[src/rtl/led_column_streamer_if.sv]
// led_column_streamer_if: encoder step input, image RAM read port and APA102 strip outputs
interface led_column_streamer_if #(
   parameter int NUM_LEDS = 8,
   parameter int NUM_COLS = 32
);
   localparam int AW = $clog2(NUM_COLS * NUM_LEDS);
   localparam int CW = $clog2(NUM_COLS);
   logic step;
   logic dir;
   logic [AW-1:0] mem_addr;
   logic [23:0] mem_data;
   logic led_sck;
   logic led_sdo;
   logic [CW-1:0] col;
   logic busy;
   logic frame_done;
   logic overrun;
   modport master (
      input step, dir, mem_data,
      output mem_addr, led_sck, led_sdo, col, busy, frame_done, overrun
   );
   modport slave (
      output step, dir, mem_data,
      input mem_addr, led_sck, led_sdo, col, busy, frame_done, overrun
   );
endinterface

[src/rtl/led_column_streamer.sv]
// led_column_streamer: tracks an encoder column pointer and streams that column as one APA102 frame
module led_column_streamer #(
   parameter int NUM_LEDS = 8,
   parameter int NUM_COLS = 32,
   parameter int CLK_DIV = 4,
   parameter logic [4:0] BRIGHT = 5'd31
) (
   input logic clk,
   input logic reset,
   led_column_streamer_if.master bus
);
   localparam int AW = $clog2(NUM_COLS * NUM_LEDS);
   localparam int CW = $clog2(NUM_COLS);
   localparam int PW = $clog2(2 * CLK_DIV);
   localparam logic [PW-1:0] PH_LAST = PW'(2 * CLK_DIV - 1);
   localparam logic [6:0] LAST_LED = 7'(NUM_LEDS - 1);
   typedef enum logic [2:0] {IDLE, START, FETCH_A, FETCH_L, PIXEL, END} state_t;
   state_t state_q, state_d;
   logic [CW-1:0] col_q, col_d, fcol_q, fcol_d;
   logic [6:0] idx_q, idx_d;
   logic [PW-1:0] ph_q, ph_d;
   logic [4:0] bit_q, bit_d;
   logic [31:0] sr_q, sr_d, load_word;
   logic [AW-1:0] addr_q, addr_d;
   logic sck_q, sck_d, sdo_q, sdo_d, busy_q, busy_d, done_q, done_d;
   logic ovr_q, ovr_d, pend_q, pend_d;
   logic bit_end, word_end, step_busy, load, to_fetch;
   always_comb begin
      col_d = !bus.step ? col_q
            : bus.dir ? (col_q == CW'(NUM_COLS - 1) ? '0 : col_q + 1'b1)
            : (col_q == '0 ? CW'(NUM_COLS - 1) : col_q - 1'b1);
      bit_end = ph_q == PH_LAST;
      word_end = bit_end && bit_q == 5'd31;
      step_busy = bus.step && state_q != IDLE;
      state_d = state_q;
      fcol_d = fcol_q;
      pend_d = pend_q || step_busy;
      ovr_d = ovr_q || (step_busy && pend_q);
      load = 1'b0;
      load_word = '0;
      to_fetch = 1'b0;
      ph_d = ph_q;
      sck_d = sck_q;
      bit_d = bit_q;
      sr_d = sr_q;
      sdo_d = sdo_q;
      // sck is low for the first CLK_DIV cycles of a bit, high for the rest
      if (state_q inside {START, PIXEL, END}) begin
         ph_d = bit_end ? '0 : ph_q + 1'b1;
         sck_d = !bit_end && 32'(ph_q) >= CLK_DIV - 1;
         bit_d = bit_end ? bit_q + 5'd1 : bit_q;
         sr_d = bit_end ? sr_q << 1 : sr_q;
         sdo_d = bit_end && !word_end ? sr_q[30] : sdo_q;
      end
      case (state_q)
         IDLE: if (bus.step) begin
            state_d = START;
            fcol_d = col_d;
            load = 1'b1;
         end
         START: if (word_end) begin
            state_d = FETCH_A;
            to_fetch = 1'b1;
         end
         FETCH_A: state_d = FETCH_L;
         FETCH_L: begin
            state_d = PIXEL;
            load = 1'b1;
            load_word = {3'b111, BRIGHT, bus.mem_data[7:0], bus.mem_data[15:8], bus.mem_data[23:16]};
         end
         PIXEL: if (word_end) begin
            state_d = idx_q == LAST_LED ? END : FETCH_A;
            to_fetch = idx_q != LAST_LED;
            load = idx_q == LAST_LED;
            load_word = '1;
         end
         END: if (word_end) begin
            state_d = pend_d ? START : IDLE;
            fcol_d = pend_d ? col_d : fcol_q;
            load = pend_d;
            pend_d = 1'b0;
         end
         default: state_d = IDLE;
      endcase
      idx_d = to_fetch ? (state_q == START ? 7'd0 : idx_q + 7'd1) : idx_q;
      addr_d = to_fetch ? AW'(32'(fcol_q) * 32'(NUM_LEDS) + 32'(idx_d)) : addr_q;
      if (load) begin
         sr_d = load_word;
         sdo_d = load_word[31];
         ph_d = '0;
         bit_d = '0;
         sck_d = 1'b0;
      end
      busy_d = state_d != IDLE;
      done_d = state_d == END && bit_d == 5'd31 && ph_d == PH_LAST;
   end
   always_ff @(posedge clk) begin
      if (!reset) begin
         state_q <= IDLE;
         col_q <= '0;
         fcol_q <= '0;
         idx_q <= '0;
         ph_q <= '0;
         bit_q <= '0;
         sr_q <= '0;
         addr_q <= '0;
         sck_q <= 1'b0;
         sdo_q <= 1'b0;
         busy_q <= 1'b0;
         done_q <= 1'b0;
         ovr_q <= 1'b0;
         pend_q <= 1'b0;
      end else begin
         state_q <= state_d;
         col_q <= col_d;
         fcol_q <= fcol_d;
         idx_q <= idx_d;
         ph_q <= ph_d;
         bit_q <= bit_d;
         sr_q <= sr_d;
         addr_q <= addr_d;
         sck_q <= sck_d;
         sdo_q <= sdo_d;
         busy_q <= busy_d;
         done_q <= done_d;
         ovr_q <= ovr_d;
         pend_q <= pend_d;
      end
   end
   assign bus.mem_addr = addr_q;
   assign bus.led_sck = sck_q;
   assign bus.led_sdo = sdo_q;
   assign bus.col = col_q;
   assign bus.busy = busy_q;
   assign bus.frame_done = done_q;
   assign bus.overrun = ovr_q;
endmodule

[src/flat_wrapper.sv]
// flat-port wrapper written by rule: the top's interface ports become plain ports
module led_column_streamer_flat 
#(
   parameter int NUM_LEDS = 8,
   parameter int NUM_COLS = 32,
   parameter int CLK_DIV = 4,
   parameter logic [4:0] BRIGHT = 5'd31
)
  (clk, reset, bus_step, bus_dir, bus_mem_data, bus_mem_addr, bus_led_sck, bus_led_sdo, bus_col, bus_busy, bus_frame_done, bus_overrun);
  led_column_streamer_if #(.NUM_LEDS(NUM_LEDS), .NUM_COLS(NUM_COLS)) bus_i ();
  input logic clk;
  input logic reset;
  input wire logic [$bits(bus_i.step)-1:0] bus_step;
  input wire logic [$bits(bus_i.dir)-1:0] bus_dir;
  input wire logic [$bits(bus_i.mem_data)-1:0] bus_mem_data;
  output wire logic [$bits(bus_i.mem_addr)-1:0] bus_mem_addr;
  output wire logic [$bits(bus_i.led_sck)-1:0] bus_led_sck;
  output wire logic [$bits(bus_i.led_sdo)-1:0] bus_led_sdo;
  output wire logic [$bits(bus_i.col)-1:0] bus_col;
  output wire logic [$bits(bus_i.busy)-1:0] bus_busy;
  output wire logic [$bits(bus_i.frame_done)-1:0] bus_frame_done;
  output wire logic [$bits(bus_i.overrun)-1:0] bus_overrun;
  assign bus_i.step = bus_step;
  assign bus_i.dir = bus_dir;
  assign bus_i.mem_data = bus_mem_data;
  assign bus_mem_addr = bus_i.mem_addr;
  assign bus_led_sck = bus_i.led_sck;
  assign bus_led_sdo = bus_i.led_sdo;
  assign bus_col = bus_i.col;
  assign bus_busy = bus_i.busy;
  assign bus_frame_done = bus_i.frame_done;
  assign bus_overrun = bus_i.overrun;
  led_column_streamer #(.NUM_LEDS(NUM_LEDS), .NUM_COLS(NUM_COLS), .CLK_DIV(CLK_DIV), .BRIGHT(BRIGHT)) u_core (.clk(clk), .reset(reset), .bus(bus_i));
endmodule
[config.mk]
export PLATFORM = sky130hd
export DESIGN_NAME = led_column_streamer_flat
export DESIGN_NICKNAME = d
export VERILOG_FILES = /design/src/rtl/led_column_streamer_if.sv /design/src/rtl/led_column_streamer.sv /design/src/flat_wrapper.sv
export SDC_FILE = /design/constraint.sdc
export NUM_CORES = 1
export LEC_CHECK = 0
export CORE_ASPECT_RATIO = 1.75
export CORE_UTILIZATION = 35
export CTS_CLUSTER_SIZE = 30
export DETAILED_ROUTE_END_ITERATION = 10
export HOLD_SLACK_MARGIN = 0.15
export PLACE_DENSITY = 0.59
export SLEW_MARGIN = 20
export SYNTH_ARGS = -nofsm -noshare
export SYNTH_HDL_FRONTEND = slang
export SYNTH_SLANG_ARGS = --single-unit
[constraint.sdc]
create_clock -name clk -period 5.62 [get_ports clk]
set_clock_uncertainty 0.15 [all_clocks]
set_input_delay 1.124 -clock clk [delete_from_list [all_inputs] [get_ports clk]]
set_output_delay 1.124 -clock clk [all_outputs]
set_load 0.05 [all_outputs]
* Word-level counts from Yosys, hierarchy flattened
Index checks and enable logic that the tools add are counted.
W data, S select, Z words.
** Operators by class
- Equal/unequal tests :: 16
- $lt $le $gt $ge :: 1
- Bitwise gates (word level) :: 1
- Muxes and demuxes :: 40
- Reduce and logical (&&, ||, !) cells :: 24
- Add/sub/neg operators :: 6
** Operators by type and width (number)
- $mux W31 :: 3
- $pmux W32 S2 :: 1
- $mux W5 :: 10
- $mux W32 :: 1
- $mux W3 :: 8
- $pmux W3 S6 :: 1
- $eq A3 B3 Y1 const B :: 5
- $eq A5 B5 Y1 const B :: 3
- $mux W7 :: 2
- $mux W1 :: 11
- $add A5 B1 Y5 const B :: 2
- $pmux W5 S2 :: 1
- $reduce_bool A3 Y1 :: 3
- $add A8 B7 Y8 :: 1
- $reduce_bool A2 Y1 :: 4
- $add A7 B1 Y7 const B :: 1
- $eq A7 B3 Y1 const B :: 1
- $logic_and A1 B1 Y1 :: 7
- $ne A7 B3 Y1 const B :: 1
- $eq A3 B2 Y1 const B :: 2
- $logic_not A5 Y1 :: 1
- $sub A5 B1 Y5 const B :: 1
- $ne A2 B1 Y1 const B :: 2
- $pmux W1 S4 :: 1
- 12 further kinds :: 15
** Word-level totals
- Bits of input ports :: 28
- Logic and storage cells :: 102
- Output and inout port bits :: 18
- Flip-flop bits (word level) :: 73

* Longest topological paths before layout
- Depth in word-level cells :: 9
- Depth in mapped cells :: 14
- Gate-level depth less buffers :: 13

* Least setup slack after synthesis
OpenSTA, ideal clock, no wires.
- Path type :: register to register
- From :: register u_core.bit_q[0]
- To :: register u_core.addr_q[7] (netlist: u_core.bus.mem_addr[7])
- Cell stages (with the launch flop) :: 15
- Buffers on the path :: 2
- Required time :: 5.347 ns
- Arrival :: 2.902 ns
- Setup time :: 0.123 ns
- Period minus slack after synthesis :: 3.175 ns
- Setup slack :: 2.445 ns
- Path through :: dfxtp_1 > ha_1 > and3_1 > ha_1 > nand4b_4 > a211o_1 > buf_6 > buf_6 > a21oi_1 > o21ai_1 > fa_1 > a21o_1 > a21oi_1 > xor2_1 > o22ai_1
** On the way
- Word-level cells in the longest chain between the ends :: 6
- Elaborated cells on any way between the ends :: 7
- Those cells by class :: add/sub: 1; eq/ne: 1; mux: 4; reduce/logical: 1
** RTL lines
- from (decl) :: RTL line led_column_streamer.sv:22 : logic [4:0] bit_q, bit_d;
- from (signal assigned) :: RTL line led_column_streamer.sv:119 : bit_q <= bit_d;
- $eq A5 B5 Y1 * :: RTL line led_column_streamer.sv:33 : word_end = bit_end && bit_q == 5'd31;
- $logic_and A1 B1 Y1 * :: RTL line led_column_streamer.sv:33
- $mux W1 (on tied branches) :: RTL line led_column_streamer.sv:71, led_column_streamer.sv:61
- $pmux W1 S2 * :: RTL line led_column_streamer.sv:55 : case (state_q)
- $mux W7 * :: RTL line led_column_streamer.sv:85 : idx_d = to_fetch ? (state_q == START ? 7'd0 : idx_q + 7'd1) : idx_q;
- net u_core.idx_d[4] :: RTL line led_column_streamer.sv:20 : logic [6:0] idx_q, idx_d;
- $add A8 B7 Y8 * :: RTL line led_column_streamer.sv:86 : addr_d = to_fetch ? AW'(32'(fcol_q) * 32'(NUM_LEDS) + 32'(idx_d)) : addr_q;
- to (signal assigned) :: RTL line led_column_streamer.sv:121 : addr_q <= addr_d;
- to (decl) :: RTL line led_column_streamer.sv:24 : logic [AW-1:0] addr_q, addr_d;
The timed path passes the listed nets; every way through them passes the cells marked *.
A chain may end at the register's enable or synchronous reset.

* Final worst setup path
Same ends and word-level chain as after synthesis.

==> out/qor.txt <==
RSZ-0062 raised after global routing - no
FF-to-FF path depth - 13
Pwr Density - 253 nW/um^2
CP peak stage delay - 0.51 ns
First-pass GRT wire length - 17.3 mm
Cts bufs inserted - 9
Core ar. - 11200 sq um
Mux cell area share after synthesis - 1.23%
Worst Path Buf+Inv - 0
First-pass DRT Iterations - 4
Remaining DRCs - 0
R2R Setup Slk - 1.94 ns
Setup TNS - 0 ns
Startpoint Class - register
Synth cell types - 65
Vias in the first global route - 3643
Via Count - 3749
CTS clk-pin slew, worst paths - 0.06 ns
Worst path required time - 5.68 ns
Hold Violations, Final - 0
Main combinational cell family by area after synthesis - compound AO/OA/AOI/OAI gates
DR iter-0 viols - 226
Initial Utilization - 36.2%
Final min period - 3.68 ns
Yosys warnings - 0
Critical path fanouts, max - 19
PostCTS Resize Cnt - 0
Worst slack at placement - 1.97 ns
Xor and xnor fraction of the mapped netlist area - 1.72%
LEAKAGE - 1.65 nW
Clock Latency Late Sink - 0.33 ns
GRT Resource Usage Total - 18.0%
Critical Path Sink Type - register
Nets - 538
Worst Path Arrival - 3.74 ns
Most common cell after layout, fill and taps aside - dfxtp_1
CP Class - register to register
CTS tree - done
Pwr Total - 1.21 mW
Post-DRT Antenna Nets - 0
Initial antenna violation count - 0
Post-synthesis cell area - 4070 sq um
Routed WL - 10.6 mm
Most used cell, CP - ha_1
Reg-to-Reg End - u_core.bus.mem_addr[7]
Cell family with the largest share of critical-path delay - compound AO/OA/AOI/OAI gates
FFs w/ async S/R, synth - 0%
Sequential area share after synthesis - 35.9%
Cts hold-fix bufs - 0
Drt wl/cell - 16.7 um
Area grow syn2layout - 18.0%
Synth Area in Compound Gates - 32.3%
Root buffer cell - clkbuf_16
CTS max path bufs - 2
Commonest cells after routing, fill and taps aside - 73 x dfxtp_1, 70 x a21oi_1, 45 x clkdlybuf4s50_1, 41 x nand3_1, 33 x o21ai_0
EDFF count, synth - 0
Routability Congestion - 0.830
Vias per cell - 5.91
Worst reg2reg startpoint - u_core.bit_q[0]
Final setup violating endpoints - 0
Ant diodes - 0
Ys flop type - dfxtp_1
Simple-gate share of the synthesized area - 18.2%
Core Rows - 51
# Max-Cap Violations - 0
Fin Hold WS - 0.319 ns
GRT overflow - 0
Largest net degree at the start of global routing - 40
PortBufs - 45
Yosys reg bits - 73
Adder-cell area share of the yosys netlist - 4.18%
Hold Crit Depth - 2
Outcome - finished, final reports clean
CTS sink count - 73
Worst hold endpoint - u_core.bus.mem_addr[3]
Worst setup margin - 1.94 ns
Worst vdd ir - 0.000148 V
Slowest cell on crit path - a211o_1
Die area - 12100 sq um
Slew Viols, Final - 0
H-tree Lvls - 3
Rel. slew slack - 36.5%
Post-CTS Setup Bufs - 0
Die width - 83.5 um
IO Count - 46
Die height - 145 um
Hold Crit Start - u_core.bus.mem_addr[3]
Post-synthesis net count - 520
Fmax - 272 MHz
Mean Syn Cell Area - 8.49 sq um
Synth Instances - 479
HPWL after DPL - 7.18 mm
Layout cells sized above 1 - 7.57%
Hold Crit Class - register to register
Tcrit/Tclk final - 65.5%
Worst-Margin Slew - 0.947 ns
Crit-path cells - ha_1 > and3_1 > ha_1 > nand4b_4 > a211o_1 > a21oi_1 > o21ai_1 > ha_1 > fa_1 > a21o_1 > a21oi_1 > xor2_1 > o22ai_1
## kinds of logic (layout without fill, tap and decap cells)
| kind of cell | after synthesis | in the layout |
|---|---|---|
| compound gates | 193 | 193 |
| simple gates | 132 | 132 |
| flops | 73 | 73 |
| buf+inv | 55 | 78 |
| fa+ha+maj | 13 | 13 |
| xor+xnor | 8 | 8 |
| mux | 5 | 5 |
## power by group
group	switching [mW]	internal, mW	leakage [nW]
Combinational	0.0733	0.0533	0.925
Sequential	0.0167	0.530	0.592
Clock	0.220	0.320	0.137
Total	0.310	0.904	1.65
## worst register-to-register path: stages (launching register included)
cell and delay [ns]:
dfxtp_1 0.38, ha_1 0.18, and3_1 0.17, ha_1 0.32, nand4b_4 0.18, a211o_1 0.51
a21oi_1 0.30, o21ai_1 0.11, ha_1 0.21, fa_1 0.40, a21o_1 0.17, a21oi_1 0.16
xor2_1 0.19, o22ai_1 0.11
## per-layer routing
metal | global-route usage (%) | part of all wire (%) | up-vias
met4 | 9.99 | 3.0 | 0
met2 | 32.7 | 52 | 79
met5 | 0 | 0 | -
li1 | - | - | 1850
met3 | 3.71 | 3.5 | 19
met1 | 19.3 | 42 | 1801
## worst max path at each step
| stage | startpoint | end | slack (ns) | cells past startpoint |
|---|---|---|---|---|
| 2_1_floorplan | u_core.bit_q[0] | u_core.bus.mem_addr[7] | 2.44 | 14 |
| 3_3_place_gp | u_core.ph_q[0] | u_core.bus.mem_addr[7] | 2.07 | 12 |
| 3_5_place_dp | u_core.bit_q[0] | u_core.bus.mem_addr[7] | 1.97 | 13 |
| 4_1_cts | u_core.bit_q[0] | u_core.bus.mem_addr[7] | 1.93 | 13 |
| 5_1_grt | u_core.bit_q[0] | u_core.bus.mem_addr[7] | 1.72 | 13 |
| 6_report | u_core.bit_q[0] | u_core.bus.mem_addr[7] | 1.94 | 13 |
## cell type report
class	count	area, sq um
Inverter	9	33.8
Multi-Input combinational cell	351	2350
Clock buffer	11	253
Tap cell	132	165
Fill cell	1128	6430
Timing Repair Buffer	53	510
Sequential cell	73	1460
Clock inverter	5	30.0
## Yosys cell counts, drive strengths merged (6+ instances only)
cell type  number  area [sq um]
a211oi          9          67.6
a2111o         22           248
nor2           21          78.8
buf            23           143
nand3          41           205
clkbuf         23          86.3
inv             8          30.0
o221a           7          78.8
ha             12           150
nor3            6          30.0
nand2          23          88.8
o21ai          37           185
dfxtp          73          1460
o21a           10          75.1
a21o            6          45.0
a21oi          70           350
## metrics by stage
| stage | cell area [sq um] | utilization (%) | instances |
|---|---|---|---|
| 6_report | 4800 | 42.7 | 634 |
| 5_1_grt | 4800 | 42.7 | 634 |
| 4_1_cts | 4800 | 42.7 | 634 |
| 3_5_place_dp | 4520 | 40.2 | 618 |
| 3_3_place_gp | 4520 | 40.2 | 618 |
| 2_1_floorplan | 4070 | - | 479 |
## flip-flops by register name (all words and copies together), names as in the netlist, 3 cells and up
register and flops:
u_core.bit_q 5, u_core.bus.col 5, u_core.bus.mem_addr 8, u_core.fcol_q 5, u_core.idx_q 7, u_core.ph_q 3, u_core.sr_q 31, u_core.state_q 3
(Power assumes the default switching activity.)
